===== config.mk =====
export PLATFORM = sky130hd
export DESIGN_NAME = mem_arbiter
export DESIGN_NICKNAME = d
export VERILOG_FILES = /design/src/rtl/fewcore_pkg.sv /design/src/rtl/rr_arbiter2.sv /design/src/rtl/mem_arbiter.sv
export SDC_FILE = /design/constraint.sdc
export NUM_CORES = 1
export LEC_CHECK = 0
export ABC_AREA = 1
export BUFFER_PORTS_ARGS = -buffer_cell sky130_fd_sc_hd__buf_2
export CAP_MARGIN = 5
export CORE_AREA = 3 3 127 129
export DETAILED_ROUTE_END_ITERATION = 7
export DIE_AREA = 0 0 130 132
export HOLD_SLACK_MARGIN = 0.05
export MAX_ROUTING_LAYER = met4
export PLACE_DENSITY_LB_ADDON = 0.1
export RECOVER_POWER = 100
export SYNTH_ARGS = -nofsm -noshare
export SYNTH_HDL_FRONTEND = slang
export SYNTH_SLANG_ARGS = --single-unit

===== constraint.sdc =====
create_clock -name clk -period 1.65 [get_ports clk]
set_input_delay 0.2475 -clock clk [delete_from_list [all_inputs] [get_ports clk]]
set_output_delay 0.2475 -clock clk [all_outputs]
set_load 0.1 [all_outputs]

===== src/rtl/fewcore_pkg.sv =====
// Shared definitions for the fewcore memory path: arbiter FSM states,
// requester port indices and small address helpers.
package fewcore_pkg;

  typedef enum logic [1:0] {
    IDLE      = 2'd0,
    READ_WAIT = 2'd1,
    RESP      = 2'd2
  } arb_state_t;

  localparam logic PORT_CORE   = 1'b0;
  localparam logic PORT_LOADER = 1'b1;

  function automatic logic is_aligned(input logic [1:0] lsb);
    return lsb == 2'b00;
  endfunction

endpackage


===== src/rtl/rr_arbiter2.sv =====
// Two-way round-robin grant: a lone requester wins outright, and a tie goes
// to the port that was not granted last.
module rr_arbiter2
  import fewcore_pkg::*;
(
  input  logic [1:0] req,
  input  logic       last,
  output logic [1:0] grant
);

  always_comb begin
    grant = req;
    if (req == 2'b11) begin
      grant = (last == PORT_LOADER) ? 2'b01 : 2'b10;
    end
  end

endmodule


===== src/rtl/mem_arbiter.sv =====
// Single-outstanding memory arbiter between the core and loader ports.
// Requests are issued to memory in the acceptance cycle; responses return to the owner.
module mem_arbiter
  import fewcore_pkg::*;
#(
  parameter int AW      = 32,
  parameter int DW      = 32,
  parameter int MEM_LAT = 1
) (
  input  logic          clk,
  input  logic          reset,
  input  logic          c_valid,
  output logic          c_ready,
  input  logic          c_we,
  input  logic [AW-1:0] c_addr,
  input  logic [DW-1:0] c_wdata,
  output logic          c_rsp_valid,
  output logic          c_rsp_err,
  output logic [DW-1:0] c_rsp_rdata,
  input  logic          l_valid,
  output logic          l_ready,
  input  logic          l_we,
  input  logic [AW-1:0] l_addr,
  input  logic [DW-1:0] l_wdata,
  output logic          l_rsp_valid,
  output logic          l_rsp_err,
  output logic [DW-1:0] l_rsp_rdata,
  output logic          mem_we,
  output logic          mem_re,
  output logic [AW-1:0] mem_waddr,
  output logic [AW-1:0] mem_raddr,
  output logic [DW-1:0] mem_wdata,
  input  logic [DW-1:0] mem_rdata
);

  arb_state_t    r_state;
  logic          r_last;
  logic          r_owner;
  logic          r_err;
  logic [1:0]    r_lat;

  logic [1:0]    w_grant;
  logic          w_idle;
  logic          w_acc;
  logic          w_port;
  logic          w_we;
  logic          w_aligned;
  logic [AW-1:0] w_addr;
  logic [DW-1:0] w_wdata;
  logic          w_rsp_v;
  logic          w_rsp_err;
  logic [DW-1:0] w_rsp_rdata;

  rr_arbiter2 u_rr (
    .req   ({l_valid, c_valid}),
    .last  (r_last),
    .grant (w_grant)
  );

  // Outputs are qualified with reset so everything reads 0 in the reset cycle,
  // even though the synchronous reset has not yet moved the state.
  assign w_idle    = (r_state == IDLE) && !reset;
  assign w_acc     = w_idle && (w_grant != 2'b00);
  assign w_port    = w_grant[1];
  assign w_addr    = w_port ? l_addr  : c_addr;
  assign w_wdata   = w_port ? l_wdata : c_wdata;
  assign w_we      = w_port ? l_we    : c_we;
  assign w_aligned = is_aligned(w_addr[1:0]);

  assign c_ready   = w_idle & w_grant[0];
  assign l_ready   = w_idle & w_grant[1];

  assign mem_we    = w_acc &  w_we & w_aligned;
  assign mem_re    = w_acc & ~w_we & w_aligned;
  assign mem_waddr = mem_we ? w_addr  : '0;
  assign mem_wdata = mem_we ? w_wdata : '0;
  assign mem_raddr = mem_re ? w_addr  : '0;

  always_comb begin
    w_rsp_v     = 1'b0;
    w_rsp_err   = 1'b0;
    w_rsp_rdata = '0;
    if (!reset) begin
      case (r_state)
        READ_WAIT: if (r_lat == 2'd0) begin
          w_rsp_v     = 1'b1;
          w_rsp_rdata = mem_rdata;
        end
        RESP: begin
          w_rsp_v   = 1'b1;
          w_rsp_err = r_err;
        end
        default: ;
      endcase
    end
  end

  assign c_rsp_valid = w_rsp_v & (r_owner == PORT_CORE);
  assign l_rsp_valid = w_rsp_v & (r_owner == PORT_LOADER);
  assign c_rsp_err   = c_rsp_valid & w_rsp_err;
  assign l_rsp_err   = l_rsp_valid & w_rsp_err;
  assign c_rsp_rdata = c_rsp_valid ? w_rsp_rdata : '0;
  assign l_rsp_rdata = l_rsp_valid ? w_rsp_rdata : '0;

  always_ff @(posedge clk) begin
    if (reset) begin
      r_state <= IDLE;
      r_last  <= 1'b1;
      r_lat   <= '0;
      r_owner <= 1'b0;
      r_err   <= 1'b0;
    end else begin
      case (r_state)
        IDLE: if (w_acc) begin
          r_owner <= w_port;
          r_last  <= w_port;
          r_err   <= !w_aligned;
          if (w_aligned && !w_we) begin
            r_lat   <= 2'(MEM_LAT - 1);
            r_state <= READ_WAIT;
          end else begin
            r_state <= RESP;
          end
        end
        READ_WAIT: begin
          if (r_lat == 2'd0) r_state <= IDLE;
          else               r_lat   <= r_lat - 2'd1;
        end
        RESP:    r_state <= IDLE;
        default: r_state <= IDLE;
      endcase
    end
  end

endmodule


---- After elaboration in Yosys (flattened, before gate mapping) ----
Cells that the tools add are included.
cells by class
  $add $sub $neg .......................... 1
  equal/unequal tests ..................... 7
  multiplexer cells ....................... 26
  bitwise gates (word level) .............. 12
  reduce and logical (&&, ||, !) cells .... 14
operator list
  operator                                                                count
  32-bit two-way mux                                                      10
  2-bit two-way mux                                                       8
  1-bit AND                                                               10
  2-bit one-hot mux with 2 select lines                                   2
  2-bit zero test                                                         3
  2-bit != test (second input constant)                                   3
  1-bit two-way mux                                                       5
  2-bit equality test (second input constant)                             2
  2-bit AND reduction                                                     2
  4-bit AND reduction                                                     1
  2-bit nonzero test                                                      2
  1-bit logical AND                                                       3
  1-bit zero test                                                         3
  2-bit by 1-bit equality test with 1-bit output (second input constant)  1
  2-bit by 1-bit != test with 1-bit output (second input constant)        1
  1-bit inverter                                                          2
  1-bit one-hot mux with 2 select lines                                   1
  2-bit by 1-bit subtractor with 2-bit output (second input constant)     1
storage, ports and cells
  register bits ........................... 7
  bits of input ports ..................... 166
  output and inout bits ................... 168
  logic and storage cells ................. 65

---- Depth between registers and ports, before layout ----
Gate-level depths: netlist of run 1.
  word-level depth ........................ 8
  depth in mapped cells ................... 10
  gate-level depth less buffers ........... 10

---- Hierarchy ----
Synthesis of run 1 repeated with hierarchy kept, for this count alone.
unflattened totals
  cell total of the unflattened synthesis .. 407
  area, all modules ....................... 2394.8 um^2
by module, submodules not included
  module       times used  cells each  area each (um^2)  seq. area each (um^2)
  mem_arbiter  1           402         2373.5            140.1
  rr_arbiter2  1           5           21.3              0.0

---- Worst setup path before layout of run 1 ----
No wires, ideal clock.
  kind .................................... register to output
  start point ............................. reg r_state[1]
  end point ............................... out l_rsp_rdata[22]
  arrival time ............................ 4.642 ns
  required time ........................... 1.402 ns
  slack ................................... -3.240 ns
  stages on the path, launching flop included .. 10
  buffers on the path ..................... 1
  cell sequence ........................... dfxtp_1 inv_1 ha_1 nand2_1 inv_1 o21ai_1 nor2_1 inv_1 buf_2 nor3_1
on the way
  word-level cells in the longest chain between the ends .. 5
  elaborated cells between the ends (all ways) .. 8
  those cells by class .................... eq/ne: 2; mux: 5; bitwise: 1
RTL lines
  element                                                                                       line                text
  start: declaration                                                                            mem_arbiter.sv:36   arb_state_t r_state;
  start signal: assignment                                                                      mem_arbiter.sv:107  r_state <= IDLE;
  start signal: assignment                                                                      mem_arbiter.sv:120  r_state <= READ_WAIT;
  start signal: assignment                                                                      mem_arbiter.sv:122  r_state <= RESP;
  2-bit equality test / 2-bit by 1-bit equality test with 1-bit output (equally long branches)  mem_arbiter.sv:84   case (r_state)
  1-bit one-hot mux with 2 select lines (*)                                                     mem_arbiter.sv:84
  1-bit two-way mux (*)                                                                         mem_arbiter.sv:83   if (!reset) begin
  1-bit AND (*)                                                                                 mem_arbiter.sv:99   assign l_rsp_valid = w_rsp_v & (r_owner == PORT_LOADER);
  via l_rsp_valid                                                                               mem_arbiter.sv:25   output logic l_rsp_valid,
  32-bit two-way mux (*)                                                                        mem_arbiter.sv:103  assign l_rsp_rdata = l_rsp_valid ? w_rsp_rdata : '0;
  end: declaration                                                                              mem_arbiter.sv:27   output logic [DW-1:0] l_rsp_rdata,
Mark *: on every way through the listed nets, which the timed path passes. The rest lies on a longest branch.

---- Worst setup path in the final report of run 1 ----
  start point ............................. reg r_state[0]
  end point ............................... out c_rsp_rdata[15]
on the way
  word-level cells in the longest chain between the ends .. 5
  elaborated cells between the ends (all ways) .. 8
  those cells by class .................... eq/ne: 2; mux: 5; bitwise: 1
RTL lines
  element                                                                                       line                text
  2-bit equality test / 2-bit by 1-bit equality test with 1-bit output (equally long branches)  mem_arbiter.sv:84
  1-bit one-hot mux with 2 select lines                                                         mem_arbiter.sv:84
  1-bit two-way mux                                                                             mem_arbiter.sv:83
  1-bit AND                                                                                     mem_arbiter.sv:98   assign c_rsp_valid = w_rsp_v & (r_owner == PORT_CORE);
  32-bit two-way mux (*)                                                                        mem_arbiter.sv:102  assign c_rsp_rdata = c_rsp_valid ? w_rsp_rdata : '0;
  end: declaration                                                                              mem_arbiter.sv:19   output logic [DW-1:0] c_rsp_rdata,
Mark *: on every way between the ends. The rest lies on a longest branch, timed or not.

==> out/metrics.csv, run 1 <==
stage;metric;value;unit
routing;DR WL/cell;16.5;um
final_layout;Final #Nets;979;
floorplan;initial core utilization;14.7;%
floorplan;I/O pin count;334;
status;run status;finished with violations;
global_route;pin count of the biggest net entering global routing;33;
logic_synthesis;Yosys warning count;0;
setup_path;slowest stage delay, CP;380;ps
sta;Final Cycle Share;131;%
final_layout;fill cell count;1233;
final_layout;Ant. Diodes;0;
clocking;clock transition at the registers of the reported paths;40;ps
global_route;gr ovfl total;0;
routing;DR vias/cell;4.31;
power;Power Density;339;mW/mm^2
floorplan;Die ar.;0.0172;mm^2
placement;GPL Wtd Cong;0.796;
sta;RSZ-0062 raised after global routing;yes;
power;maximum VDD drop;0.000347;V
placement;IO buf count;329;
clocking;Clock Latency Late Sink;230;ps
sta;Final Max Tran Viols;0;
setup_path;CP Capture Type;primary output;
floorplan;core area;0.0151;mm^2
floorplan;Cell Rows;45;
placement;Post-DP Area;0.00876;mm^2
setup_path;flop2flop setup slack;70;ps
global_route;antenna violations before repair;0;
final_layout;design area;0.00936;mm^2
final_layout;Non-Filler Instances;996;
min_path;Hold Path Class;in2reg;
placement;cell count after placement;972;
setup_path;Worst Path Buf+Inv;5;
placement;post-DP HPWL;14.0;mm
setup_path;cell repeated most along the worst path;buf_12;
global_route;vias in the first global route;4575;
setup_path;worst endpoint required time;1400;ps
setup_path;crit path kind;reg2out;
logic_synthesis;post-synthesis cell type count;27;
logic_synthesis;Seq/Total Area, Yosys;6.28;%
clocking;CTS Buf Count;3;
global_route;gr usage total;18.7;%
clocking;root buffer cell;clkbuf_16;
routing;post-route ant nets;0;
logic_synthesis;Yosys reg bits;7;
floorplan;die height;132;um
sta;Max Clk Rate;461;MHz
final_layout;area grow syn2layout;320;%
routing;Iteration-0 DRC Markers;108;
sta;Clock Skews;1.15;ps
power;Pleak;4.26;nW
clocking;CTS tree;built;
setup_path;Crit Path Max Fanout;7;
clocking;Sink Count;7;
logic_synthesis;Syn Inst Count;404;
setup_path;Top delay family on crit path;buffers and inverters;
logic_synthesis;Synth Area per Inst;5.52;um^2
setup_path;CP cell instances;inv_4 > ha_4 > o21ai_4 > nor3_4 > inv_4 > buf_12 > buf_12 > nor3_4 > buf_12;
floorplan;Die X;130;um
sta;setup ws final;-518;ps
routing;first-pass iteration count of the detailed router;4;
final_layout;fraction of layout cells with a size suffix above 1;78.8;%
routing;via count;4290;
clocking;H-tree depth;1;
setup_path;slowest cell on the critical path;dfxtp_4;
routing;Post-Route WL;16.4;mm
sta;Final Hold Fails;0;
sta;fin crit period;2170;ps
sta;Final setup violation count;163;
setup_path;Worst EP arrival;1920;ps
setup_path;CP Launch Type;flip-flop;
run;Max-Cap Viols;0;
clocking;hold buffers post-CTS;0;
status;failing checks;setup timing;
clocking;Max Root-Sink Buffers;2;
global_route;first-pass GRT wire length;24.8;mm
routing;DRC;0;
logic_synthesis;mapped cell area;0.00223;mm^2
final_layout;Layout Utilization;61.8;%
[cells in the mapped netlist]
cell type | instances | area, um^2
conb_1 | 1 | 3.75
inv_1 | 46 | 173
buf_6 | 4 | 45.0
nor3_1 | 64 | 320
a21oi_2 | 30 | 263
inv_4 | 1 | 6.26
o21ai_0 | 4 | 20.0
nor2_1 | 76 | 285
dfxtp_1 | 7 | 140
o31ai_1 | 1 | 7.51
buf_2 | 12 | 60.1
nor2_4 | 2 | 22.5
clkbuf_1 | 8 | 30.0
clkinv_2 | 1 | 5.00
a21oi_1 | 6 | 30.0
buf_4 | 10 | 75.1
mux2i_1 | 30 | 300
nand2_1 | 80 | 300
nor2_2 | 1 | 6.26
inv_2 | 2 | 7.51
nand2_2 | 4 | 25.0
nor3_2 | 1 | 10.0
o21ai_1 | 1 | 5.00
o21bai_1 | 1 | 7.51
nand3_1 | 5 | 25.0
buf_1 | 2 | 7.51
ha_1 | 4 | 50.1
[layout make-up]
class / instances / area [um^2] / area share [%]
timing repair inverter: 2 / 20.0 / 0.214
timing repair buffer: 431 / 5370 / 57.3
tap: 188 / 235 / 2.51
sequential: 7 / 148 / 1.58
clock buffer: 4 / 78.8 / 0.842
multi-input combinational: 314 / 3300 / 35.2
inverter: 50 / 219 / 2.34
[flip-flops by register name, indices dropped and copies added (netlist names)]
register and cells:
r_last 1, r_err 1, r_lat 2, r_state 2, r_owner 1
[routing by layer]
metal,vias up,track usage (%),share of wire [%]
li1,2103,-,-
met1,1976,19.1,34
met2,197,36.9,57
met3,14,3.53,7.5
met4,0,2.94,1.5
met5,-,-,0
[cells by family after synthesis]
family | after synthesis | share of synthesized area (%)
buffers and inverters | 86 | 18.3
other | 1 | 0.168
AND/OR/NAND/NOR | 233 | 44.6
adder cells (fa/ha/maj) | 4 | 2.24
multiplexers | 30 | 13.5
AO/OA/AOI/OAI | 43 | 14.9
flip-flops | 7 | 6.28
[cell usage in the layout (no fill, tap or decap), types with 2 or more instances in the layout]
| cell | instances |
|---|---|
| dfxtp_1 | 3 |
| ha_4 | 3 |
| conb_1 | 4 |
| nor2_4 | 68 |
| nor2_1 | 10 |
| buf_4 | 54 |
| inv_8 | 2 |
| nor3_4 | 65 |
| o21ai_0 | 4 |
| inv_2 | 3 |
| nand3_1 | 5 |
| nand2_1 | 74 |
| clkbuf_16 | 4 |
| dfxtp_2 | 3 |
| inv_6 | 3 |
| buf_6 | 17 |
| a21oi_4 | 32 |
| buf_2 | 165 |
| mux2i_1 | 27 |
| buf_8 | 2 |
| buf_12 | 183 |
| a21oi_1 | 4 |
| inv_4 | 5 |
| nand2_2 | 8 |
| mux2i_4 | 3 |
| buf_16 | 8 |
| inv_1 | 38 |
[timing repair]
action | CTS | global route
cloned | 9 | 1
pin swaps | 27 | 21
gates resized for setup | 54 | 16
buffers inserted | 10 | 7
endpoints found under the setup margin | 162 | 166
[where the power goes]
group / switching (W) / leakage (nW) / internal [W] / total (W)
combinational: 0.00151 / 4.17 / 0.00101 / 0.00252
sequential: 0.0000260 / 0.0592 / 0.000205 / 0.000231
clock: 0.0000999 / 0.0382 / 0.000322 / 0.000422
total: 0.00163 / 4.26 / 0.00154 / 0.00317
[through the flow]
stage / setup WS (ps) / hold slack (ps) / TNS (ps) / power [W]
after floorplan: -1430 / 420 / -149740 / 0.00167
after global placement: -455 / 491 / -42200 / 0.00249
after detailed placement: -491 / 512 / -45390 / 0.00253
after CTS: -551 / 457 / -75080 / 0.00316
after global routing: -600 / 529 / -85890 / 0.00334
final: -518 / 470 / -72780 / 0.00317
[worst paths after layout]
check	from	to	depth (start not counted)
setup / recovery	r_state[0]	c_rsp_rdata[15]	9
hold reg to reg	r_err	r_err	2
hold / removal	reset	r_last	4
setup reg to reg	r_state[0]	r_lat[0]	11
[worst register-to-register path: stages, from the launching register on]
cell and delay, ps:
dfxtp_4 380, inv_4 50, ha_4 160, buf_4 120, clkbuf_2 120, inv_2 60, o21bai_4 120, nand2_2 80
nor2_4 140, nand3_1 100, nand2_1 90, nor2_1 50
Note: power is estimated with default switching activity, not from simulation.
==> run 2: changes to the inputs <==
PLACE_DENSITY = 0.48   (was not set)
PLACE_DENSITY_LB_ADDON = not set   (was 0.1)
==> run 2 against run 1 <==
Against the previous run:
- the flow still finishes with violations (setup timing)
- worst hold slack worse by 6.2 ps
- sequential cell count stayed put
- total power is 0.52% higher
- first-iteration DRC count is 14% lower
- register-to-register slack better by 100 ps
- combinational power hardly changed
- clock skew hardly changed
- critical path type unchanged
- largest cell class unchanged
- largest power group unchanged
- highest routed layer unchanged
==> out/metrics.csv, run 2 (synthesis results as in run 1) <==
stage;metric;value;unit;change
sta;fin crit period;2150;ps;was 2170 ps
routing;DR WL/cell;17.8;um;was 16.5 um
sta;Final Hold Fails;0;;unchanged
status;run status;finished with violations;;unchanged
power;Int Pwr;0.00156;W;was 0.00154 W
power;maximum VDD drop;0.000316;V;was 0.000347 V
sta;setup ws final;-501;ps;was -518 ps
clocking;H-tree depth;1;;unchanged
clocking;Sink Count;7;;unchanged
floorplan;die height;132;um;unchanged
setup_path;slowest cell on the critical path;dfxtp_2;;was dfxtp_4
floorplan;Die X;130;um;unchanged
global_route;antenna violations before repair;2;;was 0
global_route;pin count of the biggest net entering global routing;33;;unchanged
sta;Final setup violation count;163;;unchanged
placement;GPL Wtd Cong;0.907;;was 0.796
sta;setup TNS;-68460;ps;was -72780 ps
final_layout;most common cell after layout, fill and taps aside;buf_12;;unchanged
clocking;hold buffers post-CTS;0;;unchanged
clocking;CTS tree;built;;unchanged
setup_path;Worst EP arrival;1900;ps;was 1920 ps
power;Pleak;4.32;nW;was 4.26 nW
floorplan;Cell Rows;45;;unchanged
placement;Post-DP Area;0.00871;mm^2;was 0.00876 mm^2
global_route;GRT busiest layer;met2;;unchanged
global_route;met3 Use GR;4.66;%;was 3.53%
min_path;Hold Path Class;in2reg;;unchanged
global_route;gr usage total;19.9;%;was 18.7%
clocking;clock transition at the registers of the reported paths;40;ps;about the same
floorplan;I/O pin count;334;;unchanged
sta;Max Clk Rate;465;MHz;was 461 MHz
clocking;Max Root-Sink Buffers;2;;unchanged
sta;Final Max Tran Viols;0;;unchanged
sta;slew of the pin with the lowest slew margin;505;ps;
sta;Clock Skews;1.51;ps;was 1.15 ps
placement;cell count after placement;965;;was 972
power;Sequential Power Share;7.3;%;about the same
clocking;Clock Latency Late Sink;230;ps;about the same
setup_path;crit path kind;reg2out;;unchanged
floorplan;core area;0.0151;mm^2;unchanged
final_layout;area grow syn2layout;322;%;was 320%
setup_path;CP Capture Type;primary output;;unchanged
setup_path;CP Launch Type;flip-flop;;unchanged
power;Pwr Total;0.00319;W;was 0.00317 W
global_route;met2 Use GR;38.1;%;was 36.9%
power;Power Density;338;mW/mm^2;was 339 mW/mm^2
setup_path;slowest stage delay, CP;330;ps;was 380 ps
placement;post-DP HPWL;14.5;mm;was 14.0 mm
floorplan;Die ar.;0.0172;mm^2;unchanged
global_route;first-pass GRT wire length;26.1;mm;was 24.8 mm
setup_path;Crit Path Max Fanout;6;;was 7
status;failing checks;setup timing;;unchanged
final_layout;Largest regs;r_lat x2, r_state x2;;unchanged
routing;first-pass iteration count of the detailed router;5;;was 4
final_layout;Final #Nets;975;;was 979
final_layout;fraction of layout cells with a size suffix above 1;78.2;%;was 78.8%
power;Clk pwr share;12.9;%;was 13.3%
routing;Post-Route WL;17.7;mm;was 16.4 mm
final_layout;Non-Filler Instances;994;;was 996
setup_path;worst endpoint required time;1400;ps;about the same
routing;DRC;0;;unchanged
run;Max-Cap Viols;0;;unchanged
clocking;CTS Buf Count;3;;unchanged
final_layout;design area;0.00942;mm^2;was 0.00936 mm^2
routing;post-route ant nets;0;;unchanged
global_route;met1 usage;20.7;%;was 19.1%
sta;Final Cycle Share;130;%;was 131%
setup_path;CP cell instances;inv_4 > ha_4 > nand2_8 > inv_4 > o21ai_4 > buf_6 > nor2_4 > inv_6 > buf_12 > nor3_4 > buf_12;;was inv_4 > ha_4 > o21ai_4 > nor3_4 > inv_4 > buf_12 > buf_12 > nor3_4 > buf_12
placement;pre-CTS setup slack;-388;ps;was -491 ps
routing;Iteration-0 DRC Markers;93;;was 108
routing;via count;4306;;was 4290
floorplan;initial core utilization;14.7;%;unchanged
sta;Relative slew margins;65.4;%;
global_route;gr ovfl total;0;;unchanged
final_layout;most frequent cells in the layout;buf_12 (183), buf_2 (165), nand2_1 (76);;was buf_12 (183), buf_2 (165), nand2_1 (74)
sta;RSZ-0062 raised after global routing;yes;;unchanged
power;sw power;0.00163;W;about the same
placement;IO buf count;329;;unchanged
clocking;root buffer cell;clkbuf_16;;unchanged
routing;DR vias/cell;4.33;;was 4.31
global_route;vias in the first global route;4637;;was 4575
power;Net Sw Frac;51.2;%;was 51.5%
power;combinational power share;79.8;%;was 79.4%
[run 2: worst paths after layout]
path                                       end       start  cells after the start  slack [ps]
worst min register to register        r_lat[0]    r_lat[0]                      2         480
worst max-delay path            l_rsp_rdata[5]  r_state[1]                     11        -500
worst min-delay path                    r_last       reset                      4         460
worst max register to register        r_lat[1]  r_state[0]                     10         170
[run 2: repair_timing]
item	in CTS	in global routing
pin swaps	24	4
buffers inserted	12	3
cloned	11	4
endpoints found under the setup margin	163	164
resized for setup	42	11
[run 2: per-layer routing]
| layer | vias to the layer above | wire [um] |
|---|---|---|
| met3 | 13 | 1330 |
| met1 | 1996 | 6180 |
| met2 | 198 | 9950 |
| li1 | 2099 | - |
| met4 | 0 | 247 |
| met5 | - | 0 |
[run 2: layout make-up]
type | instances | area, um^2
Fill cell | 1170 | 5720
Timing Repair Buffer | 428 | 5450
Multi-Input combinational cell | 314 | 3280
Tap cell | 188 | 235
Inverter | 50 | 225
Sequential cell | 7 | 148
Clock buffer | 4 | 78.8
Timing Repair inverter | 1 | 6.26
Antenna cell | 2 | 5.00
[run 2: worst max-delay path, delay by kind of cell, from the launching register on]
family                     cells  cell delay [ps]
DFF                            1              330
buffers and inverters          6              670
and+or+nand+nor                3              430
adders and majority gates      1              170
AOI/OAI and AO/OA              1               60
[run 2: metrics by stage]
step / utilization [%] / hold WS, ps
final: 62.2 / 464
after global routing: 62.2 / 481
after CTS: 61.5 / 472
after detailed placement: 57.5 / 480
after global placement: 57.5 / 479
after floorplan: - / 420
[run 2: power groups by stage]
stage / sequential, W / clock [W] / combinational, W
6_report: 0.000234 / 0.000410 / 0.00254
3_5_place_dp: 0.000228 / 0 / 0.00229
5_1_grt: 0.000238 / 0.000427 / 0.00268
3_3_place_gp: 0.000227 / 0 / 0.00225
4_1_cts: 0.000233 / 0.000414 / 0.00252
2_1_floorplan: 0.000223 / 0 / 0.00144
==> run 3: changes to the inputs <==
SETUP_SLACK_MARGIN = 0.2   (was not set)
==> run 3 against run 2 <==
Against the previous run:
- via count shrank 0.53%
- combinational power is 2% lower
- clock skew is 2.8 ps higher
- the flow still finishes with violations (setup timing)
- total power shrank 0.94%
- clock power rose by 4%
- global-route usage down 1.5 points
- setup slack better by 27 ps
- register-to-register slack worse by 70 ps
- fmax up 1.3%
- count of clock-buffer cells in the layout stayed put
==> out/metrics.csv, run 3 (synthesis results as in run 1) <==
stage;metric;value;unit;change
routing;DR WL/cell;16.8;um;was 17.8 um
min_path;Hold Startpoint;reset;;unchanged
run;Max-Cap Viols;0;;unchanged
clocking;Max Root-Sink Buffers;2;;unchanged
final_layout;fraction of layout cells with a size suffix above 1;78.9;%;was 78.2%
floorplan;Cell Rows;45;;unchanged
setup_path;Worst EP arrival;1880;ps;was 1900 ps
sta;Final Hold Fails;0;;unchanged
setup_path;Reg2Reg Depth;12;;was 10
sta;WHS;490;ps;was 464 ps
clocking;H-tree depth;1;;unchanged
floorplan;Die ar.;0.0172;mm^2;unchanged
setup_path;cell repeated most along the worst path;buf_12;;
sta;Final Cycle Share;129;%;was 130%
final_layout;FF/Latch Area;148;um^2;unchanged
clocking;CTS Buf Count;3;;unchanged
floorplan;Die X;130;um;unchanged
final_layout;most common cell after layout, fill and taps aside;buf_12;;unchanged
min_path;Hold Path Class;in2reg;;unchanged
global_route;pin count of the biggest net entering global routing;33;;unchanged
placement;IO buf count;329;;unchanged
placement;pre-CTS setup slack;-367;ps;was -388 ps
sta;Clock Skews;4.27;ps;was 1.51 ps
setup_path;CP Capture Type;primary output;;unchanged
routing;first-pass iteration count of the detailed router;4;;was 5
setup_path;Crit Path Max Fanout;8;;was 6
final_layout;area of the multi-input gates;0.00330;mm^2;was 0.00328 mm^2
setup_path;flop2flop setup slack;100;ps;was 170 ps
global_route;first-pass GRT wire length;24.2;mm;was 26.1 mm
power;maximum VDD drop;0.000205;V;was 0.000316 V
final_layout;most frequent cells in the layout;buf_12 (180), buf_2 (165), nand2_1 (75);;was buf_12 (183), buf_2 (165), nand2_1 (76)
min_path;Hold Crit Depth;5;;was 4
routing;DR vias/cell;4.35;;was 4.33
floorplan;initial core utilization;14.7;%;unchanged
setup_path;slowest stage delay, CP;360;ps;was 330 ps
sta;Final Max Tran Viols;0;;unchanged
sta;Final setup violation count;164;;was 163
routing;Post-Route WL;16.5;mm;was 17.7 mm
clocking;Clock Latency Late Sink;240;ps;was 230 ps
setup_path;Top delay family on crit path;buffers and inverters;;unchanged
placement;post-DP HPWL;14.0;mm;was 14.5 mm
final_layout;area grow syn2layout;313;%;was 322%
setup_path;R2R Path End;r_lat[1];;unchanged
status;failing checks;setup timing;;unchanged
sta;setup ws final;-474;ps;was -501 ps
setup_path;CP cell instances;inv_4 > ha_4 > nand2_4 > nor2_4 > nand2_2 > nor2_4 > inv_6 > buf_12 > buf_12 > a21oi_4 > buf_12;;was inv_4 > ha_4 > nand2_8 > inv_4 > o21ai_4 > buf_6 > nor2_4 > inv_6 > buf_12 > nor3_4 > buf_12
routing;DRC;0;;unchanged
floorplan;core area;0.0151;mm^2;unchanged
min_path;Worst Hold Path EP;r_lat[0];;was r_last
sta;RSZ-0062 raised after global routing;yes;;unchanged
power;Power Density;343;mW/mm^2;was 338 mW/mm^2
final_layout;fill cell count;1199;;was 1170
final_layout;Final #Nets;966;;was 975
global_route;vias in the first global route;4520;;was 4637
setup_path;reg-to-reg critical path startpoint;r_state[1];;was r_state[0]
power;Pwr Total;0.00316;W;was 0.00319 W
global_route;gr ovfl total;0;;unchanged
global_route;gr usage total;18.4;%;was 19.9%
setup_path;Worst Path Buf+Inv;5;;was 6
clocking;hold buffers post-CTS;0;;unchanged
floorplan;die height;132;um;unchanged
setup_path;worst endpoint required time;1400;ps;about the same
global_route;antenna violations before repair;1;;was 2
floorplan;I/O pin count;334;;unchanged
setup_path;WP depth;11;;unchanged
status;run status;finished with violations;;unchanged
final_layout;Largest regs;r_lat x2, r_state x2;;unchanged
sta;Max Clk Rate;471;MHz;was 465 MHz
routing;via count;4283;;was 4306
clocking;CTS tree;built;;unchanged
routing;post-route ant nets;0;;unchanged
clocking;root buffer cell;clkbuf_16;;unchanged
placement;GPL Wtd Cong;0.847;;was 0.907
routing;Iteration-0 DRC Markers;135;;was 93
clocking;Sink Count;7;;unchanged
setup_path;slowest cell on the critical path;dfxtp_4;;was dfxtp_2
sta;fin crit period;2120;ps;was 2150 ps
clocking;clock transition at the registers of the reported paths;40;ps;about the same
power;Pleak;4.18;nW;was 4.32 nW
setup_path;CP Launch Type;flip-flop;;unchanged
setup_path;crit path kind;reg2out;;unchanged
==> run 3: changes by cell type in the layout (fill, tap and decap cells not counted), sizes merged <==
| cell | delta |
|---|---|
| clkinvlp | -1 |
| clkbuf | +1 |
| buf | -5 |
| diode | -1 |
| bufbuf | -4 |
==> run 3: worst max path at each step <==
stage,start,endpoint
after floorplan,r_state[1],c_rsp_rdata[22]
after global placement,r_lat[0],c_rsp_rdata[22]
after detailed placement,r_lat[0],c_rsp_rdata[22]
after CTS,r_state[0],mem_wdata[29]
after global routing,r_state[1],l_rsp_rdata[26]
final,r_state[0],mem_wdata[29]
==> run 3: metrics by stage <==
stage	instances	instance area, um^2	utilization (%)	setup TNS [ps]
2_1_floorplan	407	3950	-	-150490
4_1_cts	973	9000	59.4	-63820
5_1_grt	984	9210	60.8	-75260
6_report	984	9210	60.8	-63100
3_3_place_gp	961	8670	57.2	-40250
3_5_place_dp	961	8670	57.2	-43640
==> run 3: metal layers <==
layer,GRT usage [%],share of wire (%),wire [um],up-vias
li1,-,-,-,2079
met1,18.9,34,5590,1978
met2,34.9,55,9140,210
met3,4.09,8.9,1470,16
met4,4.27,2.1,342,0
met5,-,0,0,-
==> run 3: worst reg2reg max path, stage by stage (launching register included) <==
cell and delay, ps:
dfxtp_2 350, inv_4 60, ha_4 170, buf_4 130
buf_6 110, inv_2 40, o21bai_4 110, nand2_1 80
nor2_2 150, nand2_1 90, nand2_1 60, nand2_1 40
nor2_1 90
==> run 3: timing repair <==
| action | CTS | global route |
|---|---|---|
| endpoints found under the setup margin | 168 | 167 |
| gates cloned | 4 | 4 |
| pin swaps | 18 | 9 |
| resized for setup | 35 | 20 |
| endpoints found under the hold margin | 0 | 0 |
| setup buffers | 4 | 6 |
==> run 3: cell type report <==
type | count | area share (%)
Timing Repair Buffer | 420 | 56.8
Sequential cell | 7 | 1.60
Multi-Input combinational cell | 314 | 35.8
Inverter | 50 | 2.32
Tap cell | 188 | 2.55
Antenna cell | 1 | 0.0272
Clock buffer | 4 | 0.856
==> run 3: report_power, final <==
part           leakage (nW)  internal, W  switching [W]
clock                0.0382     0.000323       0.000104
sequential           0.0592     0.000205      0.0000305
combinational          4.08     0.000991        0.00151
